### src/rtl/isa_pkg.sv
// Shared types and default sizes for the instruction loader and its neighbours.
package isa_pkg;

    typedef enum logic [2:0] {
        IDLE  = 3'd0,
        LEN   = 3'd1,
        DATA  = 3'd2,
        FLUSH = 3'd3,
        RUN   = 3'd4,
        DONE  = 3'd5
    } loader_state_t;

    localparam int A_DEF = 6;
    localparam int W_DEF = 8;

endpackage

### src/rtl/instr_load_ctrl.sv
// Boot loader for the instruction ROM: takes a length-prefixed byte stream, writes it from
// address 0, then hands the ROM address port to the CPU program counter until Halt.
module instr_load_ctrl
    import isa_pkg::*;
#(
    parameter int A = A_DEF,
    parameter int W = W_DEF
) (
    input  logic          Clk,
    input  logic          Reset,
    input  logic          Start,
    input  logic          InValid,
    input  logic [W-1:0]  InData,
    output logic          InReady,
    input  logic [A-1:0]  ProgCounter,
    input  logic          Halt,
    output logic          write_enable,
    output logic [A-1:0]  InstAddress,
    output logic [W-1:0]  InputData,
    output logic          CpuRun,
    output logic          Done,
    output logic [A:0]    LoadCount,
    output logic          ErrLen,
    output loader_state_t StateDbg
);

    localparam int DEPTH = 2 ** A;
    localparam logic [A:0] CNT_ONE = (A + 1)'(1);

    // Handshake: a byte moves when InValid && InReady on a rising edge; InReady
    // depends only on state, never on InValid.
    loader_state_t state_q, state_d;
    logic [A-1:0]  waddr_q;
    logic [W-1:0]  data_q;
    logic [A:0]    count_q;
    logic [A:0]    target_q;
    logic          we_q;
    logic          err_q;
    logic          cpu_run_q;
    logic          done_q;

    logic          hs;
    logic          last_byte;
    logic          len_zero;
    logic          len_over;
    logic [A:0]    len_target;

    assign last_byte  = (count_q + CNT_ONE) == target_q;
    assign len_zero   = (InData == '0);
    assign len_over   = int'(InData) > DEPTH;
    assign len_target = len_over ? (A + 1)'(DEPTH) : (A + 1)'(InData);

    always_comb begin
        state_d = state_q;
        InReady = (state_q == LEN) || (state_q == DATA);
        hs      = InValid && InReady;
        case (state_q)
            IDLE, DONE: if (Start) state_d = LEN;
            LEN:        if (hs) state_d = len_zero ? IDLE : DATA;
            DATA:       if (hs && last_byte) state_d = FLUSH;
            FLUSH:      state_d = RUN;
            RUN:        if (Halt) state_d = DONE;
            default:    state_d = IDLE;
        endcase

        // The CPU owns the ROM address only while running; otherwise it shows the pending write.
        if (state_q == RUN) begin
            InstAddress = ProgCounter;
        end else if (we_q) begin
            InstAddress = waddr_q;
        end else begin
            InstAddress = '0;
        end
    end

    always_ff @(posedge Clk or posedge Reset) begin
        if (Reset) begin
            state_q   <= IDLE;
            waddr_q   <= '0;
            data_q    <= '0;
            count_q   <= '0;
            target_q  <= '0;
            we_q      <= 1'b0;
            err_q     <= 1'b0;
            cpu_run_q <= 1'b0;
            done_q    <= 1'b0;
        end else begin
            state_q <= state_d;
            we_q    <= 1'b0;
            data_q  <= '0;
            case (state_q)
                IDLE, DONE: begin
                    if (Start) begin
                        err_q   <= 1'b0;
                        count_q <= '0;
                        waddr_q <= '0;
                        done_q  <= 1'b0;
                    end
                end
                LEN: begin
                    if (hs) begin
                        if (len_zero) begin
                            err_q <= 1'b1;
                        end else begin
                            target_q <= len_target;
                            if (len_over) err_q <= 1'b1;
                        end
                    end
                end
                DATA: begin
                    // Write index is the count of words already accepted, so N=DEPTH never wraps.
                    if (hs) begin
                        we_q    <= 1'b1;
                        waddr_q <= count_q[A-1:0];
                        data_q  <= InData;
                        count_q <= count_q + CNT_ONE;
                    end
                end
                FLUSH: cpu_run_q <= 1'b1;
                RUN: begin
                    if (Halt) begin
                        cpu_run_q <= 1'b0;
                        done_q    <= 1'b1;
                    end
                end
                default: ;
            endcase
        end
    end

    assign write_enable = we_q;
    assign InputData    = data_q;
    assign CpuRun       = cpu_run_q;
    assign Done         = done_q;
    assign LoadCount    = count_q;
    assign ErrLen       = err_q;
    assign StateDbg     = state_q;

endmodule
### config.mk
export PLATFORM = sky130hd
export DESIGN_NAME = instr_load_ctrl
export DESIGN_NICKNAME = d
export VERILOG_FILES = /design/src/rtl/isa_pkg.sv /design/src/rtl/instr_load_ctrl.sv
export SDC_FILE = /design/constraint.sdc
export NUM_CORES = 1
export LEC_CHECK = 0
export ABC_CLOCK_PERIOD_IN_PS = 3100
export BUFFER_PORTS_ARGS = -buffer_cell sky130_fd_sc_hd__buf_2
export CORE_AREA = 2 2 70 72
export DETAILED_ROUTE_END_ITERATION = 16
export DIE_AREA = 0 0 72 74
export PLACE_DENSITY_LB_ADDON = 0.12
export SLEW_MARGIN = 20
export SYNTH_ARGS = -nofsm -noshare
export SYNTH_HDL_FRONTEND = slang
export SYNTH_SLANG_ARGS = --single-unit
export TNS_END_PERCENT = 20
### constraint.sdc
create_clock -name Clk -period 3.1 [get_ports Clk]
set_input_delay 0.31 -clock Clk [delete_from_list [all_inputs] [get_ports Clk]]
set_output_delay 0.31 -clock Clk [all_outputs]
set_load 0.05 [all_outputs]
==> results.rst, run 1 <==
.. list-table::
   :header-rows: 1

   * - Metric
     - Value
   * - Antenna violations before repair
     - 0
   * - Setup slack, reg-to-reg
     - 0.98 ns
   * - Critical path cell sequence
     - nor2_1 > and2_1 > nand2_1 > o21ai_0 > buf_2
   * - Crit-path max FO
     - 17
   * - Fill cells
     - 474
   * - 1st-pass router iterations
     - 4
   * - Achievable clock frequency
     - 465.2 MHz
   * - Average footprint of a synthesized cell
     - 9.233 sq um
   * - Master cell of the clock root buffer
     - sky130_fd_sc_hd__clkbuf_8
   * - Flops & latches, synth
     - 35
   * - Count of nets left with antenna violations after detail routing
     - 0
   * - RSZ-0062 raised after global routing
     - no
   * - Delay-heaviest family, CP
     - simple AND/OR/NAND/NOR gates
   * - Yosys top cell area share
     - 49.93%
   * - Number of global-route vias before repair
     - 1344
   * - Detailed-route via count
     - 1445
   * - Std-Cell Rows
     - 25
   * - Post-Route Skew
     - 0.003618 ns
   * - Share of layout cells above drive strength 1
     - 25.74%
   * - First-pass GRT wire length
     - 6.348 mm
   * - Cell area after technology mapping
     - 1754 sq um
   * - Placed Cells
     - 283
   * - Worst Setup Start Kind
     - flop
   * - Hold-fix buffer count after cts
     - 0
   * - Async set-reset flop share out of synthesis
     - 100.0%
   * - Required time of the critical path
     - 2.79 ns
   * - Final-report hold violation count
     - 0
   * - HPWL Detailed
     - 2.607 mm
   * - Setup Crit Path Kind
     - reg -> out
   * - Iteration-0 DRC count of the detailed router
     - 80
   * - Postcts setup bufs
     - 0
   * - Run status
     - finished clean
   * - Starting utilization of the core area
     - 38.15%
   * - Most common cell in the synthesized netlist
     - sky130_fd_sc_hd__nand2_1
   * - Height of the chip
     - 74 um
   * - Number of antenna cells inserted
     - 0
   * - Reported max-cap violation count
     - 0
   * - Worst Hold Class
     - in -> async
   * - Routability congestion estimate from global placement
     - 0.7309
   * - Clock tree from TritonCTS
     - built
   * - Total wire length after detailed routing
     - 3.689 mm
   * - Leakage component of the power
     - 1.046 nW
   * - Horizontal extent of the die
     - 72 um
   * - Worst vdd ir
     - 366.3 uV
   * - Total nets after synthesis
     - 210
   * - Fin cells
     - 291
   * - Area of the die
     - 5328 sq um
   * - Most frequent cells after synthesis
     - sky130_fd_sc_hd__nand2_1, sky130_fd_sc_hd__dfrtp_1, sky130_fd_sc_hd__o21ai_0
   * - Slowest stage cell on the critical path
     - sky130_fd_sc_hd__dfrtp_1
   * - Worst slew pin tran
     - 0.5096 ns
   * - Post-cts resize count
     - 0
   * - Number of buffers between clock root and the deepest sink
     - 2
   * - Setup crit end kind
     - output port
   * - Synth Warn #
     - 0
   * - CTS HTree Levels
     - 2
   * - CTS clk-pin slew, worst paths
     - 0.06 ns
   * - Share of the clock period used by the worst path after layout
     - 69.34%
   * - All-Layer GR Usage
     - 15.55%
   * - Via-per-instance ratio
     - 4.966
   * - Number of buffers inserted by port buffering
     - 47
   * - Setup-violating endpoint count in the final report
     - 0
   * - P&R area growth vs syn
     - 21.54%
   * - Number of buffers created by CTS
     - 5
   * - Net total in the final layout
     - 256
   * - Ys flop type
     - sky130_fd_sc_hd__dfrtp_1
   * - Power density over the cells
     - 837.1 nW/um^2
   * - Tmin final
     - 2.149 ns
   * - GR Overflow Total
     - 0
   * - Worst skew pair latency
     - 0.28 ns
   * - Finished Core Util
     - 46.37%
   * - Count of pins on the block boundary
     - 48
   * - Final worst setup slack
     - 0.9506 ns
   * - Delay of the slowest cell on the worst path
     - 0.57 ns
   * - Post-Place Worst Slack
     - 0.9817 ns
   * - Dominant cell type by area after synthesis
     - sky130_fd_sc_hd__dfrtp_1
   * - Count of final max-slew check failures
     - 0
   * - Count of flip-flops with a built-in enable after synthesis
     - 0
   * - Max transition margin
     - 66.03%
   * - Clock sink count
     - 35
   * - Count of different cell masters after synthesis
     - 36
   * - Worst EP arrival
     - 1.84 ns
   * - Number of remaining DRC errors
     - 0
   * - Area of the core
     - 4598 sq um
   * - Sequential element share of the synthesized area
     - 49.93%
   * - Maximum number of pins on one net before global-route repair
     - 36
   * - Worst path bufs/invs
     - 1
   * - Synth top area cells
     - sky130_fd_sc_hd__dfrtp_1, sky130_fd_sc_hd__nand2_1, sky130_fd_sc_hd__o21ai_0
   * - Setup TNS
     - 0 ns
   * - Post-synthesis instance total
     - 190
   * - Average wire per cell in the routed design
     - 12.68 um
per-stage QoR:
stage / instance area (sq um) / hold WS (ns) / power [mW]
after floorplan: 1754 / 0.4373 / 1.281
after global placement: 2032 / 0.4311 / 1.447
after global routing: 2132 / 0.1727 / 1.926
final: 2132 / 0.1084 / 1.785
after CTS: 2132 / 0.1257 / 1.811
after detailed placement: 2032 / 0.4361 / 1.447
final timing paths:
check,cells after the start,end,start
max reg2reg,6,StateDbg[0]$_DFFE_PP0P_,LoadCount[0]$_DFFE_PP0P_
min in group Clk,2,InputData[1]$_DFF_PP0_,InData[1]
min reg2reg,2,target_q[4]$_DFFE_PP0P_,target_q[4]$_DFFE_PP0P_
min,3,InputData[3]$_DFF_PP0_,Reset
max,5,InstAddress[2],StateDbg[0]$_DFFE_PP0P_
max in group asynchronous,3,LoadCount[1]$_DFFE_PP0P_,Reset
final cells by class:
class / instances / area (sq um) / share of cell area (%)
timing repair buffer: 49 / 250.2 / 11.74
clock buffer: 8 / 100.1 / 4.695
multi-input combinational: 141 / 823.3 / 38.62
inverter: 4 / 15.01 / 0.7042
sequential: 35 / 875.8 / 41.08
tap: 54 / 67.56 / 3.169
registers in the layout (all words and copies together), names as in the netlist, 3 cells and up:
signal and cells:
LoadCount 7, StateDbg 3, target_q 7, waddr_q 6, InputData 8
cells in the final DEF, fill, tap and decap left out, drive strengths merged, types with 5 or more instances in the layout:
| cell type | Yosys | final |
|---|---|---|
| o21ai | 27 | 27 |
| a21oi | 5 | 5 |
| xnor2 | 9 | 9 |
| and2 | 10 | 10 |
| nand2 | 36 | 36 |
| nor2 | 11 | 11 |
| clkbuf | 8 | 8 |
| dfrtp | 35 | 35 |
| buf | 2 | 49 |
| a22o | 7 | 7 |
cells by family (layout without fill, tap and decap cells):
family                   count (synthesis)  after routing  share of synthesized area [%]
AO/OA/AOI/OAI                           49             49                          17.26
XOR/XNOR                                11             11                          5.493
adder cells (fa/ha/maj)                  1              1                         0.7132
buffers and inverters                   14             61                          3.138
flip-flops                              35             35                          49.93
multiplexers                             4              4                          2.283
AND/OR/NAND/NOR                         76             76                          21.18
worst reg2reg max path, stage by stage (launching register included):
cell and delay (ns):
sky130_fd_sc_hd__dfrtp_1 0.45, sky130_fd_sc_hd__ha_1 0.31, sky130_fd_sc_hd__and3_1 0.22, sky130_fd_sc_hd__and3_4 0.19
sky130_fd_sc_hd__xnor2_1 0.11, sky130_fd_sc_hd__or4_1 0.54, sky130_fd_sc_hd__a211oi_2 0.22
routing by layer:
metal / share of wire, % / GRT usage (%) / vias up
met4: 0.95 / 4.403 / 0
met3: 5.6 / 5.149 / 4
li1: - / - / 750
met2: 46 / 25.10 / 40
met5: 0 / 0 / -
met1: 47 / 20.23 / 651
power by group:
group	internal, mW	switching [mW]
clock	0.203	0.152
sequential	0.557	0.132
combinational	0.240	0.503
No activity file was read; power rests on OpenSTA's default activity.
==> run 2, diff against run 1 <==
ABC_CLOCK_PERIOD_IN_PS = 1900   (was 3100)
clock period = 1.9 ns   (was 3.1 ns; I/O delays follow)
==> run 2 against run 1 <==
Sequential share of layout area down 3.6 points. Clock-buffer cell count down 2. Flip-flop and latch count unchanged. Cell count up 3.4%. Utilization increased by 4.9 points. Register-to-register slack worse by 0.92 ns. Worst setup slack lost 0.89 ns. Power grew 84%. Highest routed layer unchanged.
==> results.rst, run 2 (synthesis results as in run 1) <==
.. list-table::
   :header-rows: 1

   * - Metric
     - Value
   * - Number of buffers inserted by port buffering
     - 47 (unchanged)
   * - Count of final max-slew check failures
     - 0 (unchanged)
   * - Final Total Pwr
     - 3.277 mW (+84%)
   * - HPWL Detailed
     - 2.914 mm (+12%)
   * - Worst EP arrival
     - 2.05 ns (+0.21 ns)
   * - Iteration-0 DRC count of the detailed router
     - 73 (-8.8%)
   * - Area of combinational cells with multiple inputs
     - 917.1 sq um (+11%)
   * - First-pass GRT wire length
     - 6.513 mm (+2.6%)
   * - Final-report hold violation count
     - 0 (unchanged)
   * - Horizontal extent of the die
     - 72 um (unchanged)
   * - Net total in the final layout
     - 266 (+3.9%)
   * - RSZ-0062 raised after global routing
     - yes
   * - Worst Setup Start Kind
     - flop
   * - Routability congestion estimate from global placement
     - 0.7193 (-1.6%)
   * - CTS clk-pin slew, worst paths
     - 0.07 ns (about the same)
   * - Antenna violations before repair
     - 0 (unchanged)
   * - Final standard cell area without fillers
     - 2357 sq um (+11%)
   * - Master cell of the clock root buffer
     - sky130_fd_sc_hd__clkbuf_8
   * - CTS HTree Levels
     - 2 (unchanged)
   * - Postcts setup bufs
     - 0 (unchanged)
   * - Average wire per cell in the routed design
     - 13.08 um (+3.2%)
   * - Sequential cell area
     - 884.6 sq um (+1.0%)
   * - Post-Route Skew
     - 0.008136 ns (+0.004519 ns)
   * - Placed inst area
     - 2212 sq um (+8.9%)
   * - Setup slack, reg-to-reg
     - 0.06 ns (-0.92 ns)
   * - Setup TNS
     - 0 ns (unchanged)
   * - Power density over the cells
     - 1390 nW/um^2 (+66%)
   * - Max transition margin
     - 70.36% (+4.3 points)
   * - Required time of the critical path
     - 2.11 ns (-0.68 ns)
   * - Leakage component of the power
     - 1.120 nW (+7.1%)
   * - All-Layer GR Usage
     - 16.15% (+0.60 points)
   * - Setup crit end kind
     - flop
   * - Share of layout cells above drive strength 1
     - 35.63% (+9.9 points)
   * - Number of remaining DRC errors
     - 0 (unchanged)
   * - Most frequent standard cell in the layout excluding fill and tap cells
     - sky130_fd_sc_hd__buf_2
   * - Tmin final
     - 1.840 ns
   * - Area of the die
     - 5328 sq um (unchanged)
   * - Setup-violating endpoint count in the final report
     - 0 (unchanged)
   * - Via-per-instance ratio
     - 4.987 (+0.42%)
   * - Clock sink count
     - 35 (unchanged)
   * - Hold path cells
     - 2
   * - Crit-path max FO
     - 5 (-12)
   * - Post-Place Worst Slack
     - 0.05102 ns (-0.9307 ns)
   * - GR Overflow Total
     - 0 (unchanged)
   * - Count of pins on the block boundary
     - 48 (unchanged)
   * - Worst skew pair latency
     - 0.29 ns (about the same)
   * - Worst slew pin tran
     - 0.4446 ns (-0.06501 ns)
   * - Worst Hold Class
     - in -> reg
   * - Total wire length after detailed routing
     - 3.936 mm (+6.7%)
   * - Maximum number of pins on one net before global-route repair
     - 36 (unchanged)
   * - Height of the chip
     - 74 um (unchanged)
   * - Final worst setup slack
     - 0.05964 ns (-0.8909 ns)
   * - Number of buffers between clock root and the deepest sink
     - 2 (unchanged)
   * - Most frequent cells in the layout
     - sky130_fd_sc_hd__buf_2, sky130_fd_sc_hd__nand2_1, sky130_fd_sc_hd__dfrtp_1, sky130_fd_sc_hd__buf_4, sky130_fd_sc_hd__o21ai_0
   * - Run status
     - finished clean
   * - Std-Cell Rows
     - 25 (unchanged)
   * - Clock tree from TritonCTS
     - built
   * - Count of nets left with antenna violations after detail routing
     - 0 (unchanged)
   * - Worst reg-to-reg path cell count
     - 6 (unchanged)
   * - Number of flip-flops in the largest register
     - 8 (unchanged)
   * - Min Hold Slack
     - 0.1392 ns (+0.03083 ns)
   * - Number of global-route vias before repair
     - 1385 (+3.1%)
   * - Setup Crit Path Kind
     - reg -> reg
   * - P&R area growth vs syn
     - 34.38%
   * - Detailed-route via count
     - 1501 (+3.9%)
   * - Achievable clock frequency
     - 543.4 MHz
   * - Reported max-cap violation count
     - 0 (unchanged)
   * - Share of the clock period used by the worst path after layout
     - 96.86%
   * - Fill cells
     - 439 (-7.4%)
   * - Worst vdd ir
     - 576.4 uV (+57%)
   * - Starting utilization of the core area
     - 38.15% (unchanged)
   * - Area of the core
     - 4598 sq um (unchanged)
   * - 1st-pass router iterations
     - 4 (unchanged)
   * - Number of buffers created by CTS
     - 5 (unchanged)
   * - Number of antenna cells inserted
     - 0 (unchanged)
==> run 2: changes by cell type in the layout (fill, tap and decap cells not counted), sizes merged <==
cell,delta
bufinv,+1
clkbuf,-1
clkinv,+1
buf,+8
dlygate4sd3,+1
==> run 2: timing repair <==
| item | CTS | global route |
|---|---|---|
| hold buffers | 1 | 0 |
| pin swaps | 0 | 0 |
| endpoints found under the hold margin | 26 | 0 |
| gates resized for setup | 5 | 2 |
| endpoints found under the setup margin | 5 | 7 |
==> run 2: final timing paths <==
path,endpoint,start
max,StateDbg[0]$_DFFE_PP0P_,LoadCount[1]$_DFFE_PP0P_
min,InputData[4]$_DFF_PP0_,InData[4]
max reg2reg,StateDbg[0]$_DFFE_PP0P_,LoadCount[1]$_DFFE_PP0P_
min reg2reg,target_q[4]$_DFFE_PP0P_,target_q[4]$_DFFE_PP0P_
max in group asynchronous,StateDbg[1]$_DFFE_PP0P_,Reset
min in group asynchronous,LoadCount[5]$_DFFE_PP0P_,Reset
==> run 2: area by class of cell <==
cell class | instances | area share (%)
clock buffers | 6 | 3.503
clock inverters | 2 | 1.486
inverters | 4 | 0.6369
multi-input cells | 141 | 38.91
flip-flops and latches | 35 | 37.53
well taps | 54 | 2.866
repair buffers | 59 | 15.07
==> run 2: critical path, stage by stage (launching register included) <==
cell and delay [ns]:
sky130_fd_sc_hd__dfrtp_2 0.45, sky130_fd_sc_hd__ha_4 0.17, sky130_fd_sc_hd__and3_1 0.18, sky130_fd_sc_hd__and3_4 0.19, sky130_fd_sc_hd__xnor2_1 0.11, sky130_fd_sc_hd__or4_1 0.48
sky130_fd_sc_hd__a211oi_2 0.18
==> run 2: through the flow <==
step | instances | utilization, %
after floorplan | 190 | -
after global placement | 292 | 48.11
after detailed placement | 292 | 48.11
after CTS | 301 | 51.16
after global routing | 301 | 51.27
final | 301 | 51.27
==> run 2: power by group <==
group          internal [mW]  total (mW)  leakage, nW  switching [mW]
Sequential             0.917        1.11        0.464           0.189
Clock                  0.424       0.693       0.0612           0.269
Combinational          0.533        1.48        0.595           0.945
Total                   1.87        3.28         1.12            1.40
==> run 2: per-layer routing <==
| layer | global-route usage (%) | wire length, um | up-vias |
|---|---|---|---|
| met1 | 21.08 | 1879 | 686 |
| met5 | 0 | 0 | - |
| met4 | 6.918 | 67 | 0 |
| li1 | - | - | 764 |
| met3 | 4.878 | 198 | 7 |
| met2 | 25.21 | 1790 | 44 |
